<file path="config.mk">
export PLATFORM = sky130hd
export DESIGN_NAME = wb_arbiter
export DESIGN_NICKNAME = d
export VERILOG_FILES = /design/src/rtl/wb_arbiter_pkg.sv /design/src/rtl/wb_fifo.sv /design/src/rtl/wb_arbiter.sv
export SDC_FILE = /design/constraint.sdc
export NUM_CORES = 1
export LEC_CHECK = 0
export ABC_AREA = 0
export BUFFER_PORTS_ARGS = -buffer_cell sky130_fd_sc_hd__buf_2
export CORE_MARGIN = 5
export CORE_UTILIZATION = 35
export DETAILED_ROUTE_END_ITERATION = 6
export GPL_TIMING_DRIVEN = 0
export PLACE_DENSITY_LB_ADDON = 0.05
export SYNTH_ARGS = -nofsm -noshare
export SYNTH_HDL_FRONTEND = slang
export SYNTH_SLANG_ARGS = --single-unit
</file>
<file path="constraint.sdc">
create_clock -name clk -period 2.4 [get_ports clk]
set_input_delay 0.36 -clock clk [delete_from_list [all_inputs] [get_ports clk]]
set_output_delay 0.36 -clock clk [all_outputs]
set_load 0.01 [all_outputs]
</file>
<file path="src/rtl/wb_arbiter_pkg.sv">
// wb_arbiter_pkg: shared register-file widths, write-enable constants and arbiter state type.
package wb_arbiter_pkg;
    localparam int REG_AW = 5;
    localparam int REG_DW = 32;
    localparam int NREG = 1 << REG_AW;
    localparam logic [REG_AW-1:0] ZERO_REG = '0;
    localparam logic WE_ON = 1'b1;
    localparam logic WE_OFF = 1'b0;
    typedef enum logic {NORMAL, FORCE} arb_state_t;
endpackage

</file>
<file path="src/rtl/wb_fifo.sv">
// wb_fifo: multi-cycle write queue with a per-entry valid/address view for pending-register tracking.
module wb_fifo
    import wb_arbiter_pkg::*;
#(
    parameter int DEPTH = 2
) (
    input  logic                          clk,
    input  logic                          rst,
    input  logic                          push,
    input  logic                          pop,
    input  logic [REG_AW-1:0]             push_addr,
    input  logic [REG_DW-1:0]             push_data,
    output logic [REG_AW-1:0]             head_addr,
    output logic [REG_DW-1:0]             head_data,
    output logic                          full,
    output logic                          empty,
    output logic [DEPTH-1:0]              valid,
    output logic [DEPTH-1:0][REG_AW-1:0]  addr
);
    localparam int PW = $clog2(DEPTH);
    logic [PW-1:0] wr_ptr, rd_ptr;
    logic [PW:0] count;
    logic [REG_DW-1:0] data [DEPTH];
    logic do_push, do_pop;
    assign full = count == (PW+1)'(DEPTH);
    assign empty = count == '0;
    assign do_push = push && !full;
    assign do_pop = pop && !empty;
    assign head_addr = addr[rd_ptr];
    assign head_data = data[rd_ptr];
    // DEPTH is a power of two, so pointer overflow is the modulo wrap
    always_ff @(posedge clk) begin
        if (rst) begin
            wr_ptr <= '0;
            rd_ptr <= '0;
            count <= '0;
            valid <= '0;
        end else begin
            if (do_push) begin
                valid[wr_ptr] <= 1'b1;
                wr_ptr <= wr_ptr + 1'b1;
            end
            if (do_pop) begin
                valid[rd_ptr] <= 1'b0;
                rd_ptr <= rd_ptr + 1'b1;
            end
            count <= count + (PW+1)'(do_push) - (PW+1)'(do_pop);
        end
    end
    always_ff @(posedge clk) begin
        if (do_push) begin
            addr[wr_ptr] <= push_addr;
            data[wr_ptr] <= push_data;
        end
    end
endmodule

</file>
<file path="src/rtl/wb_arbiter.sv">
// wb_arbiter: register-file write-port arbiter between pipeline write-back and queued multi-cycle results.
// Define WB_ARB_BYPASS_EN to let an mc write go straight to the port when nothing else contends.
module wb_arbiter
    import wb_arbiter_pkg::*;
#(
    parameter int STARVE_LIMIT = 4,
    parameter int FIFO_DEPTH = 2
) (
    input  logic              clk,
    input  logic              rst,
    input  logic              pipe_we,
    input  logic [REG_AW-1:0] pipe_waddr,
    input  logic [REG_DW-1:0] pipe_wdata,
    input  logic              mc_valid,
    output logic              mc_ready,
    input  logic [REG_AW-1:0] mc_waddr,
    input  logic [REG_DW-1:0] mc_wdata,
    output logic              we,
    output logic [REG_AW-1:0] waddr,
    output logic [REG_DW-1:0] wdata,
    output logic              stall_req,
    output logic [NREG-1:0]   pend_mask
);
    arb_state_t state, state_next;
    logic [4:0] starve_cnt, starve_next;
    logic pipe_req, pipe_grant, mc_live, push, pop, bypass, full, empty;
    logic [REG_AW-1:0] head_addr;
    logic [REG_DW-1:0] head_data;
    logic [FIFO_DEPTH-1:0] valid;
    logic [FIFO_DEPTH-1:0][REG_AW-1:0] addr;
    assign pipe_req = pipe_we && pipe_waddr != ZERO_REG;
    assign mc_ready = !full && !rst;
    assign mc_live = mc_valid && mc_ready && mc_waddr != ZERO_REG;
`ifdef WB_ARB_BYPASS_EN
    assign bypass = mc_live && empty && !pipe_req && state == NORMAL;
`else
    assign bypass = 1'b0;
`endif
    assign push = mc_live && !bypass;
    wb_fifo #(.DEPTH(FIFO_DEPTH)) u_fifo (
        .clk(clk), .rst(rst), .push(push), .pop(pop),
        .push_addr(mc_waddr), .push_data(mc_wdata),
        .head_addr(head_addr), .head_data(head_data),
        .full(full), .empty(empty), .valid(valid), .addr(addr)
    );
    always_ff @(posedge clk) begin
        if (rst) begin
            state <= NORMAL;
            starve_cnt <= '0;
        end else begin
            state <= state_next;
            starve_cnt <= starve_next;
        end
    end
    // FORCE lasts one cycle: it always pops the starved head and hands back to NORMAL
    always_comb begin
        pipe_grant = !rst && state == NORMAL && pipe_req;
        pop = !rst && !empty && (state == FORCE || !pipe_req);
        we = (pipe_grant || pop || bypass) ? WE_ON : WE_OFF;
        waddr = pipe_grant ? pipe_waddr : pop ? head_addr : bypass ? mc_waddr : ZERO_REG;
        wdata = pipe_grant ? pipe_wdata : pop ? head_data : bypass ? mc_wdata : '0;
        stall_req = !rst && state == FORCE;
        starve_next = (state == FORCE || empty || pop) ? '0 : starve_cnt + 5'd1;
        state_next = (state == NORMAL && !empty && !pop && starve_cnt >= 5'(STARVE_LIMIT)) ? FORCE : NORMAL;
    end
    always_comb begin
        pend_mask = '0;
        for (int i = 0; i < FIFO_DEPTH; i++) pend_mask |= valid[i] ? NREG'(1) << addr[i] : '0;
    end
endmodule

</file>
### Word level (Yosys, flattened, before mapping)

Memories as Yosys holds them, arrays and structs flattened. A register that Yosys moved wholly into a read port is not among the register bits.
Index checks and enable logic that the tools add are counted.

* add/subtract/negate cells: 5
* magnitude comparators: 5
* equality and inequality tests: 1
* shifts and indexed selects: 2
* multiplexer cells: 24
* bitwise logic cells: 5
* reductions and logical operators: 29

Operators by type and width (number)
* $mux W32: 4
* $shl A1 B5 Y32 const A: 2
* $or A32 B32 Y32: 1
* $mux W5: 5
* $logic_and A1 B1 Y1: 16
* $bwmux W10: 1
* $reduce_bool A5 Y1: 2
* $mux W1: 8
* $mux W2: 3
* $add A5 B1 Y5 const B: 1
* $demux W5 S1: 1
* $ge A5 B3 Y1 const B: 1
* $logic_not A1 Y1: 5
* $logic_or A1 B1 Y1: 4
* $lt A1 B2 Y1 const B: 2
* $add A1 B1 Y1 const B: 2
* $add A2 B1 Y2: 1
* $and A2 B2 Y2: 1
* $demux W1 S1: 2
* $eq A2 B2 Y1 const B: 1
* $ge A1 B1 Y1 const B: 2
* $logic_not A2 Y1: 1
* $not A2 Y2: 1
* $or A2 B2 Y2: 1
* other kinds (3): 3

* bits in registers: 22
* memory bits (writable): 64
* input port bits: 78
* output and inout port bits: 72
* logic and storage cells: 80
* memories: 1

Memory list
* u_fifo.data: words 2, width 32, rd ports 1, clocked after memory_dff 1, wr ports 1, RTL line wb_fifo.sv:23 `logic [REG_DW-1:0] data [DEPTH];`

### Logic depth before layout (Yosys ltp)

Gate-level depths: netlist of the first run.

* depth after elaboration: 10
* depth in mapped cells: 8
* gate-level depth less buffers: 7

### Hierarchy

From an unflattened synthesis of the first run, not the netlist that was laid out.

* cells, all modules: 391
* area total of the unflattened synthesis: 4585.6 um^2

By module, submodules not included
* wb_fifo: instances 1, cells each 151, area an instance 2987.9 um^2
* wb_arbiter: instances 1, cells each 240, area an instance 1597.8 um^2

### Worst setup path before layout of the first run

OpenSTA, ideal clock, no wires.

* path kind: reg-to-reg
* from: reg u_fifo.count[0]
* to: reg u_fifo.addr[5] (netlist name) (enable)
* setup time: 398 ps
* data arrival time: 1904 ps
* data required time: 2002 ps
* path slack: 98 ps
* cell stages (with the launch flop): 5
* path buffers: 0
* cells stage by stage: dfxtp_1 -> inv_1 -> a21oi_1 -> and3_1 -> and2_1

* cells in the longest elaborated chain, start to end: 6

RTL lines
* start: declaration: RTL line wb_fifo.sv:22 `logic [PW:0] count;`
* start signal: assignment: RTL line wb_fifo.sv:47 `count <= count + (PW+1)'(do_push) - (PW+1)'(do_pop);`
* $eq A2 B2 Y1: RTL line wb_fifo.sv:25 `assign full = count == (PW+1)'(DEPTH);`
* $logic_not A1 Y1: RTL line wb_arbiter.sv:32 `assign mc_ready = !full && !rst;`
* $logic_and A1 B1 Y1: RTL line wb_arbiter.sv:32
* via mc_ready: RTL line wb_arbiter.sv:15 `output logic mc_ready,`
* $logic_and A1 B1 Y1 (2 in a row): RTL line wb_arbiter.sv:33 `assign mc_live = mc_valid && mc_ready && mc_waddr != ZERO_REG;`
* $logic_and A1 B1 Y1: RTL line wb_fifo.sv:27 `assign do_push = push && !full;`
* end signal: indexed assignment: RTL line wb_fifo.sv:52 `addr[wr_ptr] <= push_addr;`
* end: declaration: RTL line wb_fifo.sv:18 `output logic [DEPTH-1:0][REG_AW-1:0] addr`

The timed path passes the listed nets, and every way through them passes these cells.
A chain may end at the register's enable or synchronous reset.

### Final worst setup path of the first run

* from: in pipe_waddr[2]
* to: out wdata[15]

* cells in the longest elaborated chain, start to end: 7
* elaborated cells on any way between the ends: 8
* classes of those cells: 2 x mux; 6 x reduce/logical

RTL lines
* start: declaration: RTL line wb_arbiter.sv:12 `input logic [REG_AW-1:0] pipe_waddr,`
* $reduce_bool A5 Y1 (*): RTL line wb_arbiter.sv:31 `assign pipe_req = pipe_we && pipe_waddr != ZERO_REG;`
* $logic_and A1 B1 Y1 (*): RTL line wb_arbiter.sv:31
* $logic_not A1 Y1: RTL line wb_arbiter.sv:58 `pop = !rst && !empty && (state == FORCE || !pipe_req);`
* $logic_or A1 B1 Y1: RTL line wb_arbiter.sv:58
* $logic_and A1 B1 Y1: RTL line wb_arbiter.sv:58
* $mux W32: RTL line wb_arbiter.sv:61 `wdata = pipe_grant ? pipe_wdata : pop ? head_data : bypass ? mc_wdata : '0;`
* $mux W32 (*): RTL line wb_arbiter.sv:61
* end: declaration: RTL line wb_arbiter.sv:20 `output logic [REG_DW-1:0] wdata,`

Every way passes the cells marked *; elsewhere a longest branch is shown, timed or not.

==> results of run 1 <==
final timing paths:
kind / startpoint / slack [ns] / end / depth (start not counted)
worst max register to register: u_fifo.count[0] / 0.34 / u_fifo.data[1][14] / 5
worst max-delay path: pipe_waddr[2] / 0.19 / wdata[15] / 7
worst min register to register: starve_cnt[0] / 0.47 / starve_cnt[0] / 1
worst min-delay path: mc_wdata[22] / 0.21 / u_fifo.data[1][22] / 1
state kept, by name, summed over array words and instances, names as in the netlist, named ones only:
| name | count |
|---|---|
| u_fifo.data | 64 |
| u_fifo.addr | 10 |
| starve_cnt | 5 |
| u_fifo.count | 2 |
| u_fifo.valid | 2 |
| state | 1 |
| u_fifo.rd_ptr | 1 |
| u_fifo.wr_ptr | 1 |
cell families after synthesis:
logic type / count (synthesis) / synth area share (%)
AO/OA/AOI/OAI: 81 / 15.4
XOR/XNOR: 5 / 1.07
adder cells (fa/ha/maj): 3 / 0.917
buffers and inverters: 22 / 3.76
flip-flops: 87 / 60.7
multiplexers: 37 / 9.05
AND/OR/NAND/NOR: 69 / 9.14
cells in the mapped netlist, types with 2 or more instances:
cell	instances
or2_2	3
o32ai_1	4
buf_6	4
ha_1	3
dfxtp_1	13
o21ai_0	5
nor2_1	11
nand4_1	2
nor2b_1	8
nand2_1	13
o22ai_1	28
nand2b_1	10
clkbuf_8	4
and3_1	2
o2bb2ai_1	37
inv_1	4
and2b_2	2
nand3_1	10
edfxtp_1	74
xor2_1	3
clkbuf_1	9
xnor2_1	2
mux2i_1	37
nor3_1	2
power breakdown:
| part | internal (W) | switching, W |
|---|---|---|
| clock network | 0.000823 | 0.000588 |
| logic | 0.000221 | 0.000267 |
| registers | 0.00172 | 0.0000333 |
final cells by class:
cell class	count	share of cell area, %
clock buffers	10	4.26
flip-flops and latches	87	46.2
well taps	143	3.33
multi-input cells	195	27.2
clock inverters	6	1.40
inverters	4	0.279
plain buffers	18	2.65
repair buffers	151	14.7
routing by layer:
metal	up-vias	GRT usage (%)
met5	-	0
met4	0	4.52
met3	12	4.44
met2	123	24.0
met1	1458	18.3
li1	1529	-
critical path, stage by stage:
cell       delay [ns]
buf_2            0.11
or3_4            0.41
o31ai_4          0.35
nand2_4          0.14
clkbuf_8         0.19
o2bb2ai_1        0.14
buf_2            0.15
per-stage QoR:
step / TNS [ns] / utilization, % / area, sq um / worst slack, ns
2_1_floorplan: 0 / - / 4090 / 0.0985
5_1_grt: 0 / 47.1 / 5380 / 0.0610
6_report: 0 / 47.1 / 5380 / 0.186
3_5_place_dp: 0 / 44.4 / 5070 / 0.172
3_3_place_gp: -29.94 / 43.9 / 5020 / -0.557
4_1_cts: 0 / 47.0 / 5370 / 0.0293
layout by cell type, fill, tap and decap left out, types with 2 or more instances in the layout:
cell	n
buf_2	150
edfxtp_1	74
mux2i_1	37
o2bb2ai_1	37
o22ai_1	28
nand2_1	13
dfxtp_1	13
nor2_1	11
nand3_1	10
nand2b_1	10
clkbuf_16	9
nor2b_1	8
clkbuf_1	7
o21ai_0	5
buf_6	4
clkbuf_8	4
o32ai_1	4
clkbuf_2	3
or2_2	3
inv_1	3
xor2_1	3
ha_1	3
and2b_2	2
nand4_1	2
xnor2_1	2
nor3_1	2
and3_1	2
inv_6	2
==> results_dict.tcl, run 1 <==
set metrics [dict create \
    gp_congestion 0.892 \
    crit_path_max_fanout 10 \
    syn_inst 304 \
    rsz0062_at_grt "false" \
    yosys_warnings 0 \
    synthesis.area_sq_um 4090 \
    hold-worst-slack_ns 0.207 \
    p_leak_nw 2.09 \
    hold_violations 0 \
    drt-pass1-iter-count 4 \
    seq_area_sq_um 2480 \
    startpoint_type "input pin" \
    start_util_pct 35.8 \
    fin_crit_ns 2.21 \
    ant_nets 0 \
    cts_htree_levels 3 \
    dpl.hpwl_um 7710 \
    cts_inserted_buffers 9 \
    grt_pass1_wl_um 16400 \
    post-route-period-util_pct 92.2 \
    crit_required_ns 2.04 \
    cts_sinks 87 \
    drcViolationCount 0 \
    synth_flop_cell "edfxtp_1" \
    grt.total_usage_pct 14.5 \
    fp-row-count 39 \
    core_sq_um 11400 \
    synthArstFlopShare_pct 0 \
    fillers 1073 \
    synth-seq-area-share_pct 60.7 \
    antenna_found_initial 0 \
    io_buffer_count 149 \
    met3_length_um 819 \
    ys_types 38 \
    ctsLongestPathBuffers 2 \
    drv_cap 0 \
    ys_ff_latch 87 \
    relSlewSlack_pct 65.1 \
    worstSetupEndpointType "primary output" \
    grt_max_degree 35 \
    worstSkewPairLatency_ns 0.33 \
    vias 3122 \
    drv_slew 0 \
    ios 150 \
    dpl.cell_count 598 \
    nets 547 \
    routed_wl_um 10400 \
    cts_resized 0 \
    setup_viol 0 \
    post_cts_buffers 0 \
    dr.first_iter.drc_count 278 \
    grt_pass1_vias 3153 \
    design_power_total_w 0.00365 \
    drive_gt1_share_pct 40.3 \
    cts_hold_buf 0 \
    instances_no_fill 614 \
    peakVddDrop_v 0.000273 \
    cts_tree "built" \
    multi_input_area_sq_um 1460 \
    avgSynthCellArea_sq_um 13.5 \
    syn_to_final_growth_pct 31.4 \
    path_clk_slew_ns 0.07 \
    met2WireLength_um 5040 \
    dieHeight_um 118 \
    dieWidth_um 118 \
    synth_area_leaders "edfxtp_1 (54%), mux2i_1 (9.0%), o2bb2ai_1 (7.9%)" \
    syn-num-nets 385 \
    synth_top_area_share_pct 54.3 \
    highest_layer "met4" \
    tightest_slew_ns 0.523 \
    fmax_mhz 452 \
    wl_per_cell_um 16.9 \
    outcome "finished clean" \
    synth_largest_area_cell "edfxtp_1" \
    min_path_type "in2reg" \
    route.layer.met1.wl_um 4380 \
    worstSetupPathType "in2out" \
    power_density_nw_per_um2 678 \
    synth-edff-count 74 \
    fin_worst_skew_ns 0.0113 \
    antenna_cells 0 \
    crit_arrival_ns 1.85 \
    die-area_sq_um 14000 \
    root_buffer "clkbuf_16" \
    grt.overflow.total 0 \
    via_per_inst 5.08 \
]
Note: power is estimated with default switching activity, not from simulation.
==> inputs of run 2 (changes only) <==
--- a/config.mk
+++ b/config.mk
@@ -7,7 +7,8 @@
 export LEC_CHECK = 0
 export ABC_AREA = 0
-export BUFFER_PORTS_ARGS = -buffer_cell sky130_fd_sc_hd__buf_2
+export BUFFER_PORTS_ARGS = -buffer_cell sky130_fd_sc_hd__buf_4
 export CORE_MARGIN = 5
 export CORE_UTILIZATION = 35
+export CTS_CLUSTER_SIZE = 14
 export DETAILED_ROUTE_END_ITERATION = 6
 export GPL_TIMING_DRIVEN = 0
==> constraint.sdc (replaced) <==
create_clock -name clk -period 2.4 [get_ports clk]
set_input_delay 0.36 -clock clk [delete_from_list [all_inputs] [get_ports clk]]
set_output_delay 0.36 -clock clk [all_outputs]
set_load 0.05 [all_outputs]
==> run 2 against run 1 <==
Effect of this change:
- worst hold slack gained 0.0027 ns
- non-clock buffer count fell by 2
- fmax fell by 3.5%
- total power grew 11%
- count of clock-buffer cells in the layout grew 1
- global-route usage is essentially flat
- critical path depth stayed put
- largest power group unchanged
==> results_dict.tcl, run 2 (synthesis results as in run 1) <==
set metrics [dict create \
    outcome "finished clean" \
    reg.largest.list "u_fifo.data (64), u_fifo.addr (10), starve_cnt (5)" \
    power_density_nw_per_um2 696 \
    ant_nets 0 \
    root_buffer "clkbuf_16" \
    cts_htree_levels 3 \
    grt_pass1_wl_um 16400 \
    drcViolationCount 0 \
    min-delay-start "mc_wdata[26]" \
    io_buffer_count 149 \
    drt-pass1-iter-count 5 \
    grt.total_usage_pct 14.5 \
    drv_slew 0 \
    grt.overflow.total 0 \
    core_sq_um 11400 \
    dpl.hpwl_um 7580 \
    peakVddDrop_v 0.000421 \
    antenna_cells 0 \
    cp_num_buf_inv 3 \
    min_path_type "in2reg" \
    cts_hold_buf 0 \
    cts_tree "built" \
    drive_gt1_share_pct 42.0 \
    routed_wl_um 10300 \
    syn_to_final_growth_pct 41.8 \
    regMostFlops "u_fifo.data" \
    die-area_sq_um 14000 \
    start_util_pct 35.8 \
    final_cell_mix "buf_4 (149), edfxtp_1 (74), mux2i_1 (37)" \
    crit_chain "buf_4 -> or3_4 -> o31ai_4 -> nand2_4 -> clkbuf_8 -> o2bb2ai_1 -> buf_4" \
    rr_worst_depth 4 \
    grt_pass1_vias 3250 \
    worstSetupStartpoint "pipe_waddr[2]" \
    largest_register_ffs 64 \
    final_common_cell "buf_4" \
    timing.rr.start "u_fifo.count[0]" \
    crit_required_ns 2.04 \
    hold_depth 1 \
    path_clk_slew_ns 0.06 \
    drv_cap 0 \
    fp-row-count 39 \
    cp_slowest_stage_delay_ns 0.40 \
    dr.first_iter.drc_count 204 \
    antenna_found_initial 0 \
    hold-worst-slack_ns 0.210 \
    fmax_mhz 436 \
    crit_slowest_cell "or3_4" \
    setup_viol 0 \
    vias 3129 \
    design_power_total_w 0.00404 \
    cts_sinks 87 \
    relSlewSlack_pct 34.1 \
    p_leak_nw 2.17 \
    critPathMostFrequentCell "buf_4" \
    grt_max_degree 38 \
    startpoint_type "input pin" \
    fin_crit_ns 2.29 \
    cp.depth 7 \
    dpl.cell_count 596 \
    worstSetupEndpointType "primary output" \
    worstSetupPathType "in2out" \
    crit_path_max_fanout 10 \
    fin_worst_skew_ns 0.00710 \
    worstSkewPairLatency_ns 0.33 \
    tightest_slew_ns 0.988 \
    crit_arrival_ns 1.93 \
    instances_no_fill 612 \
    via_per_inst 5.11 \
    wl_per_cell_um 16.9 \
    crit_family "buffers and inverters" \
    hold_violations 0 \
    ctsLongestPathBuffers 2 \
    nets 545 \
    dieHeight_um 118 \
    rsz0062_at_grt "true" \
    ios 150 \
    cts_inserted_buffers 9 \
    post-route-period-util_pct 95.5 \
    dieWidth_um 118 \
    gp_congestion 0.847 \
]
[run 2: final cells by class]
class / count / area [sq um]
multi-input cells: 195 / 1520
clock inverters: 5 / 108
clock buffers: 11 / 233
fillers: 1026 / 5620
flip-flops and latches: 87 / 2480
inverters: 4 / 15.0
repair buffers: 149 / 1120
well taps: 143 / 179
plain buffers: 18 / 143
[run 2: final timing paths]
| check | slack, ns | end |
|---|---|---|
| worst max register to register | 0.25 | u_fifo.data[1][21] |
| worst min register to register | 0.49 | state |
| worst max-delay path | 0.11 | wdata[9] |
| worst min-delay path | 0.21 | u_fifo.data[0][26] |
[run 2: per-stage QoR]
stage          TNS [ns]  setup WS, ns  util, %  cell area [sq um]
5_1_grt        -0.00449      -0.00449     50.8               5800
2_1_floorplan     -1.17       -0.0389        -               4150
4_1_cts               0       0.00550     50.7               5790
3_3_place_gp      -4.97        -0.137     47.7               5450
3_5_place_dp          0        0.0682     47.7               5450
6_report              0         0.107     50.8               5800
[run 2: repair_timing]
| item | in CTS | in global routing |
|---|---|---|
| endpoints found under the setup margin | 30 | 28 |
| gates resized for setup | 1 | 7 |
| buffers inserted | 0 | 0 |
| pin swaps | 0 | 0 |
[run 2: where the power goes]
part / internal [W] / switching, W / total, W
logic: 0.000283 / 0.000438 / 0.000721
clock network: 0.00102 / 0.000543 / 0.00157
registers: 0.00172 / 0.0000331 / 0.00175
total: 0.00302 / 0.00101 / 0.00404
[run 2: routing by layer]
layer / routed length [um] / up-vias / track usage (%)
li1: - / 1525 / -
met2: 4990 / 126 / 24.5
met4: 168 / 0 / 5.66
met1: 4280 / 1465 / 17.5
met5: 0 / - / 0
met3: 886 / 13 / 4.25
